[src/rtl/fft_uart_pkg.sv]
// Shared definitions for the FFT UART links (receiver and transmitter).
//   UART_DATA_BITS : data bits per UART character (8N1 framing)
//   rx_state_e     : receive bit-FSM encoding, exported for debug/checkers
//   clks_per_bit() : clock cycles per bit for a given clock and baud rate
package fft_uart_pkg;

  localparam int UART_DATA_BITS = 8;

  typedef enum logic [2:0] {
    RX_IDLE  = 3'd0,
    RX_START = 3'd1,
    RX_DATA  = 3'd2,
    RX_STOP  = 3'd3,
    RX_BREAK = 3'd4
  } rx_state_e;

  // Integer division; callers must keep the result at 4 or more so the
  // half-bit start sample lands strictly inside the start bit.
  function automatic int clks_per_bit(input int clk_freq, input int baud);
    return clk_freq / baud;
  endfunction

endpackage

[src/rtl/uart_rx_sample_loader_if.sv]
// Sample stream from the UART receiver to the FFT input buffer.
//   data_o      : assembled sample word
//   valid_o     : data_o/last_o hold a word
//   ready_i     : consumer accepts the word
//   last_o      : word is the final sample of an FFT frame
//   frame_err_o : one-cycle pulse, bad stop bit seen
//   overrun_o   : one-cycle pulse, a completed word was dropped
// Handshake: a word transfers on every rising clk edge where valid_o and
// ready_i are both 1. While valid_o=1 and ready_i=0 the producer keeps
// data_o and last_o unchanged; valid_o never drops without a transfer
// (except on reset). ready_i may change freely.
interface uart_rx_sample_loader_if #(
  parameter int bit_width = 32
);
  logic [bit_width-1:0] data_o;
  logic                 valid_o;
  logic                 ready_i;
  logic                 last_o;
  logic                 frame_err_o;
  logic                 overrun_o;

  modport master (
    output data_o, valid_o, last_o, frame_err_o, overrun_o,
    input  ready_i
  );

  modport slave (
    input  data_o, valid_o, last_o, frame_err_o, overrun_o,
    output ready_i
  );
endinterface

[src/rtl/uart_rx_byte.sv]
// 8N1 UART byte receiver: 2-flop synchroniser plus bit FSM.
//   clk, rst_n    : clock, asynchronous active-low reset
//   rx_i          : raw UART line (idle high, asynchronous)
//   byte_o        : received byte, meaningful while byte_valid_o=1
//   byte_valid_o  : one-cycle strobe in the cycle the good stop bit is sampled
//   frame_err_o   : one-cycle strobe in the cycle a low stop bit is sampled
//   state_o       : current FSM state (debug)
module uart_rx_byte
  import fft_uart_pkg::*;
#(
  parameter int CLKS_PER_BIT = 434
) (
  input  logic                      clk,
  input  logic                      rst_n,
  input  logic                      rx_i,
  output logic [UART_DATA_BITS-1:0] byte_o,
  output logic                      byte_valid_o,
  output logic                      frame_err_o,
  output rx_state_e                 state_o
);

  localparam int CNT_W = $clog2(CLKS_PER_BIT);
  localparam int IDX_W = $clog2(UART_DATA_BITS);
  localparam logic [CNT_W-1:0] HALF_M1  = CNT_W'(CLKS_PER_BIT / 2 - 1);
  localparam logic [CNT_W-1:0] FULL_M1  = CNT_W'(CLKS_PER_BIT - 1);
  localparam logic [IDX_W-1:0] LAST_BIT = IDX_W'(UART_DATA_BITS - 1);

  logic                      rx_meta, rx_s;
  rx_state_e                 state_q, state_d;
  logic [CNT_W-1:0]          cnt_q, cnt_d;
  logic [IDX_W-1:0]          idx_q, idx_d;
  logic [UART_DATA_BITS-1:0] shift_q, shift_d;

  // Reset to the idle (high) level so reset release never looks like a start bit.
  always_ff @(posedge clk or negedge rst_n) begin
    if (!rst_n) begin
      rx_meta <= 1'b1;
      rx_s    <= 1'b1;
    end else begin
      rx_meta <= rx_i;
      rx_s    <= rx_meta;
    end
  end

  always_ff @(posedge clk or negedge rst_n) begin
    if (!rst_n) begin
      state_q <= RX_IDLE;
      cnt_q   <= '0;
      idx_q   <= '0;
      shift_q <= '0;
    end else begin
      state_q <= state_d;
      cnt_q   <= cnt_d;
      idx_q   <= idx_d;
      shift_q <= shift_d;
    end
  end

  always_comb begin
    state_d      = state_q;
    cnt_d        = cnt_q;
    idx_d        = idx_q;
    shift_d      = shift_q;
    byte_valid_o = 1'b0;
    frame_err_o  = 1'b0;
    unique case (state_q)
      RX_IDLE: begin
        if (!rx_s) begin
          cnt_d   = '0;
          state_d = RX_START;
        end
      end
      RX_START: begin
        // Mid-bit check: a line already back high was only a glitch.
        if (cnt_q == HALF_M1) begin
          cnt_d   = '0;
          idx_d   = '0;
          state_d = rx_s ? RX_IDLE : RX_DATA;
        end else begin
          cnt_d = cnt_q + 1'b1;
        end
      end
      RX_DATA: begin
        if (cnt_q == FULL_M1) begin
          cnt_d   = '0;
          shift_d = {rx_s, shift_q[UART_DATA_BITS-1:1]};  // LSB arrives first
          if (idx_q == LAST_BIT) state_d = RX_STOP;
          else                   idx_d   = idx_q + 1'b1;
        end else begin
          cnt_d = cnt_q + 1'b1;
        end
      end
      RX_STOP: begin
        if (cnt_q == FULL_M1) begin
          cnt_d = '0;
          if (rx_s) begin
            byte_valid_o = 1'b1;
            state_d      = RX_IDLE;
          end else begin
            frame_err_o = 1'b1;
            state_d     = RX_BREAK;
          end
        end else begin
          cnt_d = cnt_q + 1'b1;
        end
      end
      RX_BREAK: begin
        // Stay here until the line recovers so a stuck-low line is not a new start.
        if (rx_s) state_d = RX_IDLE;
      end
      default: state_d = RX_IDLE;
    endcase
  end

  assign byte_o  = shift_q;
  assign state_o = state_q;

endmodule

[src/rtl/uart_rx_sample_loader.sv]
// UART receive path for the FFT: packs bit_width/8 bytes (little-endian)
// into sample words and presents them on a valid/ready stream, flagging
// the N-th word of each frame as last.
//   clk, rst_n     : clock, asynchronous active-low reset
//   rx_i           : UART line from the host
//   bus            : sample stream + error pulses (master side)
//   dbg_state      : receive bit-FSM state
//   dbg_sample_cnt : index of the next sample to be loaded within the frame
module uart_rx_sample_loader
  import fft_uart_pkg::*;
#(
  parameter int CLK_FREQ  = 50_000_000,
  parameter int BAUD      = 115200,
  parameter int bit_width = 32,
  parameter int N         = 16,
  parameter int SIZE      = 4
) (
  input  logic                      clk,
  input  logic                      rst_n,
  input  logic                      rx_i,
  uart_rx_sample_loader_if.master   bus,
  output rx_state_e                 dbg_state,
  output logic [SIZE-1:0]           dbg_sample_cnt
);

  localparam int CLKS_PER_BIT = clks_per_bit(CLK_FREQ, BAUD);
  localparam int BYTES        = bit_width / UART_DATA_BITS;
  localparam int BC_W         = (BYTES > 1) ? $clog2(BYTES) : 1;
  localparam logic [BC_W-1:0] LAST_BYTE   = BC_W'(BYTES - 1);
  localparam logic [SIZE-1:0] LAST_SAMPLE = SIZE'(N - 1);

  logic [UART_DATA_BITS-1:0] rx_byte;
  logic                      rx_byte_valid, rx_frame_err;

  logic [bit_width-1:0] word_q, word_next;
  logic [BC_W-1:0]      byte_cnt_q;
  logic                 word_done;

  logic [bit_width-1:0] data_q;
  logic                 valid_q, last_q, frame_err_q, overrun_q;
  logic [SIZE-1:0]      sample_cnt_q;

  uart_rx_byte #(.CLKS_PER_BIT(CLKS_PER_BIT)) u_rx_byte (
    .clk          (clk),
    .rst_n        (rst_n),
    .rx_i         (rx_i),
    .byte_o       (rx_byte),
    .byte_valid_o (rx_byte_valid),
    .frame_err_o  (rx_frame_err),
    .state_o      (dbg_state)
  );

  // Word with the incoming byte merged in; used both for accumulation and
  // to load the output register directly when the final byte arrives.
  always_comb begin
    word_next = word_q;
    for (int k = 0; k < BYTES; k++) begin
      if (byte_cnt_q == BC_W'(k)) word_next[k*UART_DATA_BITS +: UART_DATA_BITS] = rx_byte;
    end
  end

  assign word_done = rx_byte_valid && (byte_cnt_q == LAST_BYTE);

  always_ff @(posedge clk or negedge rst_n) begin
    if (!rst_n) begin
      word_q     <= '0;
      byte_cnt_q <= '0;
    end else if (rx_frame_err) begin
      byte_cnt_q <= '0;  // drop the partial word so the next byte starts a fresh one
    end else if (rx_byte_valid) begin
      word_q     <= word_next;
      byte_cnt_q <= word_done ? '0 : byte_cnt_q + 1'b1;
    end
  end

  always_ff @(posedge clk or negedge rst_n) begin
    if (!rst_n) begin
      data_q       <= '0;
      valid_q      <= 1'b0;
      last_q       <= 1'b0;
      frame_err_q  <= 1'b0;
      overrun_q    <= 1'b0;
      sample_cnt_q <= '0;
    end else begin
      frame_err_q <= rx_frame_err;
      overrun_q   <= 1'b0;
      if (word_done) begin
        if (!valid_q || bus.ready_i) begin
          data_q       <= word_next;
          valid_q      <= 1'b1;
          last_q       <= (sample_cnt_q == LAST_SAMPLE);
          sample_cnt_q <= (sample_cnt_q == LAST_SAMPLE) ? '0 : sample_cnt_q + 1'b1;
        end else begin
          overrun_q <= 1'b1;  // held word has priority; the new one is lost
        end
      end else if (valid_q && bus.ready_i) begin
        valid_q <= 1'b0;
        last_q  <= 1'b0;
      end
    end
  end

  assign bus.data_o      = data_q;
  assign bus.valid_o     = valid_q;
  assign bus.last_o      = last_q;
  assign bus.frame_err_o = frame_err_q;
  assign bus.overrun_o   = overrun_q;
  assign dbg_sample_cnt  = sample_cnt_q;

endmodule

[src/flat_wrapper.sv]
// flat-port wrapper written by rule: the top's interface ports become plain ports
module uart_rx_sample_loader_flat import fft_uart_pkg::*;
#(
  parameter int CLK_FREQ  = 50_000_000,
  parameter int BAUD      = 115200,
  parameter int bit_width = 32,
  parameter int N         = 16,
  parameter int SIZE      = 4
)
  (clk, rst_n, rx_i, dbg_state, dbg_sample_cnt, bus_data_o, bus_valid_o, bus_last_o, bus_frame_err_o, bus_overrun_o, bus_ready_i);
  uart_rx_sample_loader_if #(.bit_width(bit_width)) bus_i ();
  input  logic clk;
  input  logic rst_n;
  input  logic rx_i;
  output rx_state_e dbg_state;
  output logic [SIZE-1:0] dbg_sample_cnt;
  output wire logic [$bits(bus_i.data_o)-1:0] bus_data_o;
  output wire logic [$bits(bus_i.valid_o)-1:0] bus_valid_o;
  output wire logic [$bits(bus_i.last_o)-1:0] bus_last_o;
  output wire logic [$bits(bus_i.frame_err_o)-1:0] bus_frame_err_o;
  output wire logic [$bits(bus_i.overrun_o)-1:0] bus_overrun_o;
  input wire logic [$bits(bus_i.ready_i)-1:0] bus_ready_i;
  assign bus_data_o = bus_i.data_o;
  assign bus_valid_o = bus_i.valid_o;
  assign bus_last_o = bus_i.last_o;
  assign bus_frame_err_o = bus_i.frame_err_o;
  assign bus_overrun_o = bus_i.overrun_o;
  assign bus_i.ready_i = bus_ready_i;
  uart_rx_sample_loader #(.CLK_FREQ(CLK_FREQ), .BAUD(BAUD), .bit_width(bit_width), .N(N), .SIZE(SIZE)) u_core (.clk(clk), .rst_n(rst_n), .rx_i(rx_i), .bus(bus_i), .dbg_state(dbg_state), .dbg_sample_cnt(dbg_sample_cnt));
endmodule
[config.mk]
export PLATFORM = sky130hd
export DESIGN_NAME = uart_rx_sample_loader_flat
export DESIGN_NICKNAME = d
export VERILOG_FILES = /design/src/rtl/fft_uart_pkg.sv /design/src/rtl/uart_rx_sample_loader_if.sv /design/src/rtl/uart_rx_byte.sv /design/src/rtl/uart_rx_sample_loader.sv /design/src/flat_wrapper.sv
export SDC_FILE = /design/constraint.sdc
export NUM_CORES = 1
export LEC_CHECK = 0
export ABC_CLOCK_PERIOD_IN_PS = 2100
export BUFFER_PORTS_ARGS = -buffer_cell sky130_fd_sc_hd__buf_4
export CORE_MARGIN = 2
export CORE_UTILIZATION = 58
export DETAILED_ROUTE_END_ITERATION = 6
export GPL_TIMING_DRIVEN = 0
export HOLD_SLACK_MARGIN = 0.15
export PLACE_DENSITY = 0.79
export RECOVER_POWER = 50
export SLEW_MARGIN = 20
export SYNTH_ARGS = -nofsm -noshare
export SYNTH_HDL_FRONTEND = slang
export SYNTH_SLANG_ARGS = --single-unit
[constraint.sdc]
create_clock -name clk -period 2.1 [get_ports clk]
set_clock_uncertainty 0.1 [all_clocks]
set_input_delay 0.21 -clock clk [delete_from_list [all_inputs] [get_ports clk]]
set_output_delay 0.21 -clock clk [all_outputs]
set_load 0.05 [all_outputs]
==> metrics.md <==
| Metric | Value |
|---|---|
| Routability congestion estimate from global placement | `roughly 0.87` |
| Total of buffers placed on input and output ports | `46` |
| Site row count | `31` |
| Worst slack at placement | `-62.5 ps` |
| Clock group share of total power | `between 40% and 50%` |
| Seq/Total Area, Yosys | `between 50% and 60%` |
| Post-route ant nets | `0` |
| Total power | `3150 µW` |
| Vias in the first global route | `between 3000 and 4000` |
| CTS tree | `yes` |
| Adder-cell share of the synthesized area | `under 10%` |
| DRT iter0 DRCs | `167` |
| Cell area after synthesis | `around 0.0043 mm²` |
| Critical Path Fanout Max | `8` |
| Via-to-Cell Ratio | `around 5.7` |
| Number of warning messages in the yosys log | `0` |
| Number of synthesized flops with an enable pin | `0` |
| Final-report setup violation count | `0` |
| Root buf cell | `sky130_fd_sc_hd__clkbuf_8` |
| Area of the core region | `~0.0073 mm²` |
| Global route overflow | `0` |
| Clock sink count | `just over 90` |
| Routed vias | `3051` |
| GRT Util Overall | `between 20% and 30%` |
| Io pins | `between 40 and 50` |
| Simple-gate share of the synthesized area | `approximately 9.7%` |
| Per-cell routed wire length | `~16 µm` |
| Worst rel slew slack | `19.5%` |
| Utilization after layout | `approximately 70%` |
| Main combinational cell family by area after synthesis | `multiplexers` |
| Die outline area | `between 0.008 and 0.009 mm²` |
| Synth Area in Compound Gates | `between 10% and 20%` |
| Cell-internal power | `~2500 µW` |
| Top cells by area, synth | `sky130_fd_sc_hd__dfrtp_1 (51%), sky130_fd_sc_hd__mux2_2 (9.9%), sky130_fd_sc_hd__o21ai_0 (6.1%)` |
| Post-layout nets | `approximately 440` |
| Layout-stage area growth over the synthesis result | `15.4%` |
| Setup crit end kind | `flip-flop` |
| Critical path start-end classification | `reg -> reg` |
| Synthesized net count | `between 300 and 400` |
| Power share of the sequential group | `between 50% and 60%` |
| Post-synthesis average cell area | `approximately 12 µm²` |
| Net Switching | `approximately 650 µW` |
| Number of max-slew violations in the final report | `0` |
| Fraction of layout instances using a drive strength above 1 | `about a quarter` |
| Fillers | `~580` |
| CTS H-tree lvls | `3` |
| Gate count after technology mapping | `between 300 and 400` |
| Total wire length after detailed routing | `approximately 8.5 mm` |
| Y dimension of the die | `between 90 and 100 µm` |
| Critical Path Start Type | `flip-flop` |
| Achievable Freq | `approximately 0.49 GHz` |
| Ant. Diodes | `0` |
| Hold violation total from the final report | `0` |
| Power per unit of standard cell area | `~630 mW/mm²` |
| Pin count of the biggest net entering global routing | `92` |
| Initial standard-cell utilization of the core | `between 50% and 60%` |
| XOR/XNOR share of the synthesized area | `0.202%` |
| Cell accounting for the most synthesized area | `sky130_fd_sc_hd__dfrtp_1` |
| Setup WS post-layout | `~70 ps` |
| Fraction of synthesized area in multiplexers | `between 10% and 20%` |
| Number of detailed-route iterations in the first pass | `4` |
| Count of cell types in the netlist | `54` |
| Max cap viols | `0` |
| Count of unresolved DRC violations after routing | `0` |
| Num CTS Buffers | `9` |
| Required time of the critical path | `between 2000 and 2500 ps` |
| Top FF cell, synth | `sky130_fd_sc_hd__dfrtp_1` |
| Sw Ratio | `20.5%` |
| Crit share post-route | `between 90% and 100%` |
| CTS Buffer Depth | `2` |
| Synth top area share | `51.4%` |
| Critical Path AT | `between 2000 and 2500 ps` |
| Slew of the pin with the lowest slew margin | `1210 ps` |
| Latest clock arrival within the worst-skew pair | `around 360 ps` |
| Wire length of the first global-routing pass | `14.8 mm` |
| Clock slew seen by the registers of the worst setup and hold paths | `80 ps` |
| Horiz. Die Dim | `90.5 µm` |
| Class of the tightest hold or removal check | `reg -> reg` |
| Largest voltage drop on the vdd net | `about 0.00045 V` |
| Detailed-placement wirelength estimate | `between 5 and 6 mm` |
| Status | `finished, final reports clean` |
| Async set-or-reset flop fraction in the synthesized netlist | `between 90% and 100%` |
| Static leakage | `about 0.0022 µW` |
| Proportion of power drawn by combinational gates | `roughly 2.0%` |
| Seq cells post-synth | `91` |
| Post-route minimum period | `roughly 2000 ps` |
| Number of antenna violations at the first check in global routing | `0` |
## layer usage
metal,wire length (µm),global-route usage (%),up-vias,share of wire [%]
met2,4140,37.0,85,49
met1,3880,30.5,1518,46
met3,409,4.67,6,4.8
met5,0,0,-,0
li1,-,-,1442,-
met4,46,7.18,0,0.54
## kinds of logic after synthesis
logic type,count (synthesis)
adder cells (fa/ha/maj),10
XOR/XNOR,1
AND/OR/NAND/NOR,65
multiplexers,69
buffers and inverters,44
flip-flops,91
AO/OA/AOI/OAI,85
## power groups by stage
stage	combinational, µW	sequential (µW)	clock [µW]
2_1_floorplan	10.8	1800	0
3_3_place_gp	61.6	1790	0
5_1_grt	73.4	1760	1440
3_5_place_dp	62.8	1790	0
6_report	62.2	1760	1330
4_1_cts	67.2	1760	1360
## final timing paths
path / endpoint / from / cells past startpoint / slack (ps)
setup / recovery: u_core.u_rx_byte.byte_o[7] / u_core.u_rx_byte.cnt_q[0] / 7 / 70
hold / removal: u_core.u_rx_byte.rx_s / u_core.u_rx_byte.rx_meta / 0 / 260
setup reg to reg: u_core.u_rx_byte.byte_o[7] / u_core.u_rx_byte.cnt_q[0] / 7 / 70
hold reg to reg: u_core.u_rx_byte.rx_s / u_core.u_rx_byte.rx_meta / 0 / 260
max in group asynchronous: u_core.u_rx_byte.state_o[0] / rst_n / 2 / 510
min in group asynchronous: u_core.bus.data_o[19] / rst_n / 2 / 540
## through the flow
step / cell area [µm²] / hold WS [ps] / TNS [ps] / std cells
3_3_place_gp: 4810 / 220 / -31.2 / 510
5_1_grt: 5000 / 262 / -2.72 / 534
6_report: 5000 / 259 / 0 / 534
3_5_place_dp: 4810 / 221 / -870 / 510
4_1_cts: 5080 / 260 / -26.0 / 530
2_1_floorplan: 4340 / -186 / 0 / 365
## cells in the mapped netlist (2+ instances only)
| cell type | n |
|---|---|
| sky130_fd_sc_hd__and3b_1 | 2 |
| sky130_fd_sc_hd__a32o_1 | 2 |
| sky130_fd_sc_hd__buf_1 | 11 |
| sky130_fd_sc_hd__a31oi_1 | 2 |
| sky130_fd_sc_hd__ha_1 | 10 |
| sky130_fd_sc_hd__buf_4 | 3 |
| sky130_fd_sc_hd__clkbuf_1 | 8 |
| sky130_fd_sc_hd__o211ai_1 | 5 |
| sky130_fd_sc_hd__nand4b_1 | 2 |
| sky130_fd_sc_hd__nor2b_1 | 2 |
| sky130_fd_sc_hd__dfrtp_1 | 89 |
| sky130_fd_sc_hd__o21ai_0 | 53 |
| sky130_fd_sc_hd__mux2_2 | 38 |
| sky130_fd_sc_hd__mux2i_1 | 25 |
| sky130_fd_sc_hd__a21oi_1 | 4 |
| sky130_fd_sc_hd__mux2_4 | 6 |
| sky130_fd_sc_hd__nor3_1 | 3 |
| sky130_fd_sc_hd__buf_6 | 3 |
| sky130_fd_sc_hd__clkbuf_2 | 3 |
| sky130_fd_sc_hd__nand2_1 | 22 |
| sky130_fd_sc_hd__dfstp_2 | 2 |
| sky130_fd_sc_hd__and4bb_2 | 2 |
| sky130_fd_sc_hd__o221ai_1 | 2 |
| sky130_fd_sc_hd__a31oi_2 | 2 |
| sky130_fd_sc_hd__buf_2 | 5 |
| sky130_fd_sc_hd__inv_1 | 11 |
| sky130_fd_sc_hd__a21o_1 | 2 |
| sky130_fd_sc_hd__o41ai_1 | 2 |
| sky130_fd_sc_hd__nand3_1 | 6 |
| sky130_fd_sc_hd__and3_1 | 3 |
| sky130_fd_sc_hd__nor2_1 | 7 |
| sky130_fd_sc_hd__o2111ai_1 | 2 |
| sky130_fd_sc_hd__nand4_4 | 3 |
| sky130_fd_sc_hd__and4b_1 | 3 |
## flip-flops by register name, summed over array words and instances (netlist names)
signal and flops:
u_core.bus.data_o 32, u_core.word_q 24, u_core.u_rx_byte.cnt_q 9, u_core.u_rx_byte.byte_o 8, u_core.dbg_sample_cnt 4, u_core.u_rx_byte.idx_q 3, u_core.u_rx_byte.state_o 3, u_core.byte_cnt_q 2
u_core.bus.frame_err_o 1, u_core.bus.last_o 1, u_core.bus.overrun_o 1, u_core.bus.valid_o 1, u_core.u_rx_byte.rx_meta 1, u_core.u_rx_byte.rx_s 1
## what timing repair did
item / 4_1_cts / 5_1_grt
setup buffers: 1 / 4
gates cloned: 0 / 0
pin swaps: 0 / 1
endpoints found under the setup margin: 28 / 57
hold endpoints to repair: 91 / 0
resized for setup: 5 / 6
hold buffers: 3 / 0
## cell type report
class,count,area (µm²),share of cell area (%)
Buffer,33,176,3.53
Clock buffer,12,155,3.10
Clock inverter,4,72.6,1.45
Inverter,11,41.3,0.825
Multi-Input combinational cell,230,1880,37.5
Sequential cell,91,2280,45.6
Tap cell,99,124,2.48
Timing Repair Buffer,54,274,5.48
## cells in the final DEF (no fill, tap or decap), drive strengths merged, types with 4 or more instances in the layout
cell	instances
a21oi	4
inv	11
nand2	23
o21ai	54
clkbuf	63
ha	10
nand4	5
o211ai	5
dfrtp	89
a31oi	4
buf	33
nor2	7
nand3	6
mux2	44
mux2i	25
## worst max-delay path, stage by stage (launching register included)
cell	delay, ps
sky130_fd_sc_hd__dfrtp_2	430
sky130_fd_sc_hd__ha_1	200
sky130_fd_sc_hd__and4b_1	210
sky130_fd_sc_hd__buf_6	140
sky130_fd_sc_hd__and3_1	170
sky130_fd_sc_hd__buf_6	140
sky130_fd_sc_hd__nand2_2	170
sky130_fd_sc_hd__mux2_2	360
(Power assumes the default switching activity.)
